### config.mk
export PLATFORM = sky130hd
export DESIGN_NAME = fetch_queue_flat
export DESIGN_NICKNAME = d
export VERILOG_FILES = /design/src/rtl/fetch_queue_if.sv /design/src/rtl/fetch_queue.sv /design/src/flat_wrapper.sv
export SDC_FILE = /design/constraint.sdc
export NUM_CORES = 1
export LEC_CHECK = 0
export BUFFER_PORTS_ARGS = -buffer_cell sky130_fd_sc_hd__buf_4
export CAP_MARGIN = 15
export CORE_ASPECT_RATIO = 0.75
export CORE_UTILIZATION = 38
export CTS_CLUSTER_SIZE = 14
export DETAILED_ROUTE_END_ITERATION = 12
export SYNTH_ARGS = -nofsm -noshare
export SYNTH_HDL_FRONTEND = slang
export SYNTH_SLANG_ARGS = --single-unit
### constraint.sdc
create_clock -name clk -period 3.55 [get_ports clk]
set_input_delay 0.355 -clock clk [delete_from_list [all_inputs] [get_ports clk]]
set_output_delay 0.355 -clock clk [all_outputs]
set_load 0.05 [all_outputs]
### src/rtl/fetch_queue_if.sv
// fetch_queue_if: memory read, redirect and issue-pair bundle between fetch queue and its environment
interface fetch_queue_if #(parameter int AW = 9);
  logic          redirect;
  logic [AW-1:0] redirect_pc;
  logic          mem_rd;
  logic [AW-1:0] mem_addr;
  logic [15:0]   mem_rdata;
  logic [15:0]   p0_IR_out;
  logic          p0_valid;
  logic [AW-1:0] p0_pc;
  logic [15:0]   p1_IR_out;
  logic          p1_valid;
  logic          fetch_next;
  logic [1:0]    issue_cnt;
  modport master (
    output redirect, redirect_pc, mem_rdata, fetch_next, issue_cnt,
    input  mem_rd, mem_addr, p0_IR_out, p0_valid, p0_pc, p1_IR_out, p1_valid
  );
  modport slave (
    input  redirect, redirect_pc, mem_rdata, fetch_next, issue_cnt,
    output mem_rd, mem_addr, p0_IR_out, p0_valid, p0_pc, p1_IR_out, p1_valid
  );
endinterface

### src/rtl/fetch_queue.sv
// fetch_queue: dual-issue instruction fetch queue feeding the decode/hazard unit
module fetch_queue #(
  parameter int DEPTH = 4,
  parameter int AW    = 9
) (
  input logic        clk,
  input logic        reset_n,
  fetch_queue_if.slave bus
);
  localparam int PW = $clog2(DEPTH);
  localparam int CW = PW + 1;
  logic          reset_n_q, inflight, wr, v0, v1;
  logic [AW-1:0] pc;
  logic [PW-1:0] rd_ptr, wr_ptr, p1_ptr;
  logic [CW-1:0] count, cons;
  logic [1:0]    req;
  logic [15:0]   q_ir [DEPTH];
  logic [AW-1:0] q_pc [DEPTH];
  always_comb begin
    req    = !bus.fetch_next ? 2'd0 : bus.issue_cnt == 2'd3 ? 2'd2 : bus.issue_cnt;
    cons   = CW'(req) > count ? count : CW'(req);
    wr     = inflight && !bus.redirect;
    p1_ptr = rd_ptr + PW'(1);
    v0     = count != '0;
    v1     = count > CW'(1);
  end
  // credit counts the outstanding read so a returning word always has a slot
  assign bus.mem_rd    = reset_n_q && !bus.redirect &&
                         (({1'b0, count} + (CW+1)'(inflight)) < (CW+1)'(DEPTH));
  assign bus.mem_addr  = pc;
  assign bus.p0_valid  = v0;
  assign bus.p1_valid  = v1;
  assign bus.p0_IR_out = v0 ? q_ir[rd_ptr] : '0;
  assign bus.p0_pc     = v0 ? q_pc[rd_ptr] : '0;
  assign bus.p1_IR_out = v1 ? q_ir[p1_ptr] : '0;
  always_ff @(posedge clk) reset_n_q <= reset_n;
  always_ff @(posedge clk) begin
    if (!reset_n || bus.redirect) begin
      pc       <= !reset_n ? '0 : bus.redirect_pc;
      rd_ptr   <= '0;
      wr_ptr   <= '0;
      count    <= '0;
      inflight <= 1'b0;
    end else begin
      pc       <= pc + AW'(bus.mem_rd);
      inflight <= bus.mem_rd;
      rd_ptr   <= rd_ptr + PW'(cons);
      wr_ptr   <= wr_ptr + PW'(wr);
      count    <= count + CW'(wr) - cons;
    end
  end
  // the returning word belongs to the address issued last cycle, i.e. pc-1
  always_ff @(posedge clk) begin
    if (wr) begin
      q_ir[wr_ptr] <= bus.mem_rdata;
      q_pc[wr_ptr] <= pc - AW'(1);
    end
  end
endmodule

### src/flat_wrapper.sv
// flat-port wrapper written by rule: the top's interface ports become plain ports
module fetch_queue_flat 
#(
  parameter int DEPTH = 4,
  parameter int AW    = 9
)
  (clk, reset_n, bus_redirect, bus_redirect_pc, bus_mem_rdata, bus_fetch_next, bus_issue_cnt, bus_mem_rd, bus_mem_addr, bus_p0_IR_out, bus_p0_valid, bus_p0_pc, bus_p1_IR_out, bus_p1_valid);
  fetch_queue_if #(.AW(AW)) bus_i ();
  input logic clk;
  input logic reset_n;
  input wire logic [$bits(bus_i.redirect)-1:0] bus_redirect;
  input wire logic [$bits(bus_i.redirect_pc)-1:0] bus_redirect_pc;
  input wire logic [$bits(bus_i.mem_rdata)-1:0] bus_mem_rdata;
  input wire logic [$bits(bus_i.fetch_next)-1:0] bus_fetch_next;
  input wire logic [$bits(bus_i.issue_cnt)-1:0] bus_issue_cnt;
  output wire logic [$bits(bus_i.mem_rd)-1:0] bus_mem_rd;
  output wire logic [$bits(bus_i.mem_addr)-1:0] bus_mem_addr;
  output wire logic [$bits(bus_i.p0_IR_out)-1:0] bus_p0_IR_out;
  output wire logic [$bits(bus_i.p0_valid)-1:0] bus_p0_valid;
  output wire logic [$bits(bus_i.p0_pc)-1:0] bus_p0_pc;
  output wire logic [$bits(bus_i.p1_IR_out)-1:0] bus_p1_IR_out;
  output wire logic [$bits(bus_i.p1_valid)-1:0] bus_p1_valid;
  assign bus_i.redirect = bus_redirect;
  assign bus_i.redirect_pc = bus_redirect_pc;
  assign bus_i.mem_rdata = bus_mem_rdata;
  assign bus_i.fetch_next = bus_fetch_next;
  assign bus_i.issue_cnt = bus_issue_cnt;
  assign bus_mem_rd = bus_i.mem_rd;
  assign bus_mem_addr = bus_i.mem_addr;
  assign bus_p0_IR_out = bus_i.p0_IR_out;
  assign bus_p0_valid = bus_i.p0_valid;
  assign bus_p0_pc = bus_i.p0_pc;
  assign bus_p1_IR_out = bus_i.p1_IR_out;
  assign bus_p1_valid = bus_i.p1_valid;
  fetch_queue #(.DEPTH(DEPTH), .AW(AW)) u_core (.clk(clk), .reset_n(reset_n), .bus(bus_i));
endmodule
Word level (Yosys, flattened, before mapping)
Memories as Yosys holds them, arrays and structs flattened. A register that Yosys moved wholly into a read port is not among the register bits. Index checks and enable logic that the tools add are counted.

Add/subtract/negate cells: 8. Order comparisons: 3. Equal/unequal tests: 1. Muxes and demuxes: 12. Reduce and logical (&&, ||, !) cells: 7.

Operator list (count): 16-bit two-way mux (2); 9-bit two-way mux (3); 9-bit by 1-bit adder with 9-bit output (1); 9-bit by 1-bit subtractor with 9-bit output, second input constant (1); 2-bit two-way mux (4); 3-bit by 1-bit adder with 4-bit output (1); 4-bit by 3-bit less-than comparator with 1-bit output, second input constant (1); 3-bit by 1-bit adder with 3-bit output (1); 2-bit by 3-bit > comparator with 1-bit output (1); 3-bit by 1-bit > comparator with 1-bit output, second input constant (1); 1-bit logical AND (3); 3-bit two-way mux (1); 3-bit nonzero test (1); 3-bit subtractor (1); 2-bit by 1-bit adder with 2-bit output (1); 2-bit by 1-bit adder with 2-bit output, second input constant (1); 2-bit adder (1); 2-bit equality test, second input constant (1); 1-bit zero test (2); 1-bit two-way mux (2); 1-bit logical OR (1).

Flip-flop bits (word level): 18. RAM bits: 100. Input bits: 31. Logic and storage cells: 39. Memories kept: 2.

Memories: u_core.q_ir (words 4, bits a word 16, rd ports 2, clocked after Yosys merged registers in 1, write ports 1, RTL line fetch_queue.sv:17) `logic [15:0] q_ir [DEPTH];`; u_core.q_pc (words 4, bits a word 9, rd ports 1, clocked after Yosys merged registers in 1, write ports 1, RTL line fetch_queue.sv:18) `logic [AW-1:0] q_pc [DEPTH];`.

Longest topological paths before layout
Depth after elaboration: 7. Gate-level depth with buffers: 13.

Worst setup path after synthesis
Ideal clock, no wire load.

Kind: input port to flip-flop. From: in bus_redirect. To: mem u_core.q_ir[1][0], enable pin. Library setup time: 0.444 ns. Arrival: 2.589 ns. Data required time: 3.106 ns. Setup slack: 0.517 ns. Stages on the path: 4. Path buffers: 1. Cells stage by stage: buf_2 -> inv_1 -> nand2_1 -> nor3b_1.

Word-level cells in the longest chain between the ends: 4.

RTL lines: start, declared (RTL line flat_wrapper.sv:11) `input wire logic [$bits(bus_i.redirect)-1:0] bus_redirect;`; 1-bit zero test (RTL line fetch_queue.sv:22) `wr = inflight && !bus.redirect;`; 1-bit logical AND (RTL line fetch_queue.sv:22); 1-bit two-way mux (RTL line fetch_queue.sv:54) `if (wr) begin`; 1-bit two-way mux (implied by the code) (RTL line fetch_queue.sv:55) `q_ir[wr_ptr] <= bus.mem_rdata;`; end, declared (RTL line fetch_queue.sv:17).

No other way between the ends.

Final worst setup path
From: reg u_core.count[1]. To: reg u_core.count[2].

Word-level cells in the longest chain between the ends: 3.

RTL lines: start, declared (RTL line fetch_queue.sv:15) `logic [CW-1:0] count, cons;`; start signal, assigned (RTL line fetch_queue.sv:49) `count <= count + CW'(wr) - cons;`; 2-bit by 3-bit > comparator with 1-bit output (RTL line fetch_queue.sv:21) `cons = CW'(req) > count ? count : CW'(req);`; 3-bit two-way mux (RTL line fetch_queue.sv:21); 3-bit subtractor (*) (RTL line fetch_queue.sv:49).

Mark *: on every way between the ends. The rest lies on a longest branch, timed or not. A chain may end at the register's enable or synchronous reset.

==> impl_results.md <==
- VDD IR max: 376.3 uV
- Synth Register Bits: 118
- WP data required: 3.83 ns
- FILL cells: 1180
- Normalized max-slew margin: 0.5161
- Fin nets: 464
- Root buf cell: clkbuf_16
- Outcome: finished, final reports clean
- Largest net degree at the start of global routing: 30
- Diode count: 0
- Startpoint Class: register
- Dominant synthesized flop cell: edfxtp_1
- Clk sinks: 118
- Post-route ant nets: 0
- Pwr Density: 559.4 nW/um^2
- Unrepaired setup endpoints after global routing: false
- Worst-case clock buffer depth: 2
- Mapped Avg Cell Area: 16.35 sq um
- Core Region: 13800 sq um
- Worst path cell trace: inv_1 -> ha_1 -> nor2b_1 -> o21ai_1 -> mux2i_1 -> ha_1 -> inv_1 -> ha_1 -> inv_1 -> fa_1 -> xor2_1 -> xnor2_1 -> nor2_1
- Synth Net Count: 373
- Port Buf Inserts: 83
- Die height: 105.4 um
- GRT Residual Overflow: 0
- Fin crit period: 3.025 ns
- R2R setup slack: 0.52 ns
- Largest stage delay on the critical path: 0.44 ns
- Final Setup Violations: 0
- # resized after CTS: 0
- Register clock-pin slew on the reported worst setup and hold paths: 0.05 ns
- RePlAce Congestion: 0.7993
- Initial Util: 0.3923
- Avg WL per Cell: 16.98 um
- Max-cap violations: 0
- Pre-antenna DRT Iters: 6
- Synth cell types: 36
- Share of cells above drive strength 1: 0.3770
- Vias per cell: 5.125
- WS Path Type: reg -> reg
- Placement Rows: 37
- Seq/Total Area, Yosys: 0.6214
- TritonCTS clock tree: yes
- Vias in the first global route: 3095
- CTS buffer count: 17
- Final Cycle Share: 0.8521
- Clk_lat worst skew: 0.40 ns
- Cells after Synth: 331
- CTS Hold Bufs: 0
- Total GRT Usage: 0.1515
- Slew @ Worst Pin: 0.7241 ns
- Util after Layout: 0.4904
- Max frequency: 330.6 MHz
- Arr. time, crit path: 3.31 ns
- LEAKAGE: 0.002447 uW
- Routed vias: 3126
- Setup ws final: 0.5249 ns
- Final setup skew: 0.008026 ns
- P&R area growth vs syn: 24.99%
- Total die area: 14730 sq um
- Initial drt markers: 155
- Synth Cell Area: 5413 sq um
- Crit path max fanout: 6
- Hold/Removal Path Class: in -> reg
- Hpwl dp: 6.891 mm
- Ports: 84
- Slowest-stage cell, CP: dfxtp_1
- Die width: 139.8 um
- Setup bufs post-CTS: 0
- Final WL: 10.36 mm
- Total negative slack: 0 ns
- Crit. End Element: register
- CTS H-tree depth: 4
- Post-synth ARST share: 0
- Initial antenna violation count: 0
- Final Slew Violations: 0
- Synth warn: 0
- Post-synth EDFFs: 100
- Post-route DRC: 0
- First-pass GRT wire length: 16.57 mm
- Place WS: 0.4223 ns
- Final hold violations: 0
per-stage QoR:
stage	area (sq um)	std cells	hold WS [ns]	total power, uW
after CTS	6765	610	0.1425	3827
final	6765	610	0.1545	3785
after global routing	6765	610	0.1422	3930
after detailed placement	6223	578	0.5601	2278
after floorplan	5413	331	0.3827	2065
after global placement	6223	578	0.5556	2268
cell type report:
cell class	instances	area (sq um)	share of cell area
inverters	12	45.04	0.006658
clock inverters	5	48.80	0.007213
well taps	175	219.0	0.03237
repair buffers	91	695.7	0.1028
flip-flops and latches	118	3366	0.4975
clock buffers	27	493.0	0.07287
multi-input cells	182	1898	0.2806
state kept, by name, indices dropped and copies added (netlist names):
signal               cells
u_core.q_ir             64
u_core.reset_n_q         1
u_core.count             3
u_core.wr_ptr            2
u_core.inflight          1
u_core.rd_ptr            2
u_core.bus.mem_addr      9
u_core.q_pc             36
synthesized netlist by cell type, types with 6 or more instances:
| cell | number | share of area |
|---|---|---|
| edfxtp_1 | 100 | 0.55 |
| nor2b_1 | 45 | 0.052 |
| mux4_2 | 41 | 0.17 |
| dfxtp_1 | 18 | 0.067 |
| inv_1 | 11 | 0.0076 |
| nor2_1 | 11 | 0.0076 |
| ha_1 | 10 | 0.023 |
| xnor2_1 | 9 | 0.015 |
| buf_2 | 8 | 0.0074 |
| nand2_1 | 7 | 0.0049 |
| nand3_1 | 7 | 0.0065 |
| xor2_1 | 7 | 0.011 |
| a21oi_1 | 6 | 0.0055 |
| clkbuf_1 | 6 | 0.0042 |
report_power, final:
group | switching (uW) | internal, uW | leakage (uW) | total [uW]
Clock | 535 | 1010 | 0.000267 | 1550
Sequential | 31.8 | 1540 | 0.00105 | 1570
Combinational | 444 | 222 | 0.00113 | 666
Total | 1010 | 2770 | 0.00245 | 3780
kinds of logic after synthesis:
| kind of cell | share of synthesized area |
|---|---|
| DFF | 0.6214 |
| and+or+nand+nor | 0.09663 |
| muxes | 0.1780 |
| buffers and inverters | 0.03028 |
| AOI/OAI and AO/OA | 0.02104 |
| xor gates and xnor gates | 0.02589 |
| adders and majority gates | 0.02681 |
worst paths after layout:
check                                  start                          end  cells past startpoint
setup / recovery  u_core.count[1]$_SDFF_PN0_   u_core.count[2]$_SDFF_PN0_                     13
hold / removal                       reset_n     u_core.reset_n_q$_DFF_P_                      1
setup reg to reg  u_core.count[1]$_SDFF_PN0_   u_core.count[2]$_SDFF_PN0_                     13
hold reg to reg   u_core.count[1]$_SDFF_PN0_  u_core.rd_ptr[1]$_SDFF_PN0_                      2
layer usage:
layer  global-route usage  up-vias  share of wire
li1                     -     1453              -
met1               0.1965     1577           0.45
met2               0.2346       82           0.47
met3              0.05043       14          0.060
met4              0.06122        0          0.017
met5                    0        -              0
cell usage in the layout (no fill, tap or decap), types with 2 or more instances in the layout:
master,synthesis,layout
edfxtp_1,100,100
buf_4,0,90
nor2b_1,45,45
mux4_2,41,41
clkbuf_16,0,17
dfxtp_1,18,16
inv_1,11,11
nor2_1,11,10
ha_1,10,10
xnor2_1,9,9
nand3_1,7,7
xor2_1,7,7
nand2_1,7,7
clkbuf_1,6,7
a21oi_1,6,6
and2_1,5,5
nor3_1,5,4
mux2i_1,4,4
o21ai_0,4,4
nand2b_1,3,3
clkbuf_8,0,3
clkinv_2,0,3
nor2_2,1,2
nand4_1,2,2
and3_1,2,2
o211a_1,2,2
dfxtp_2,0,2
critical path: cells and delay by family, from the launching register on:
| kind | cells | cell delay (ns) |
|---|---|---|
| buf+inv | 3 | 0.21 |
| flops | 1 | 0.44 |
| fa+ha+maj | 4 | 1.08 |
| mux | 1 | 0.31 |
| simple gates | 2 | 0.18 |
| xor+xnor | 2 | 0.31 |
| compound gates | 1 | 0.37 |
No activity file was read; power rests on OpenSTA's default activity.
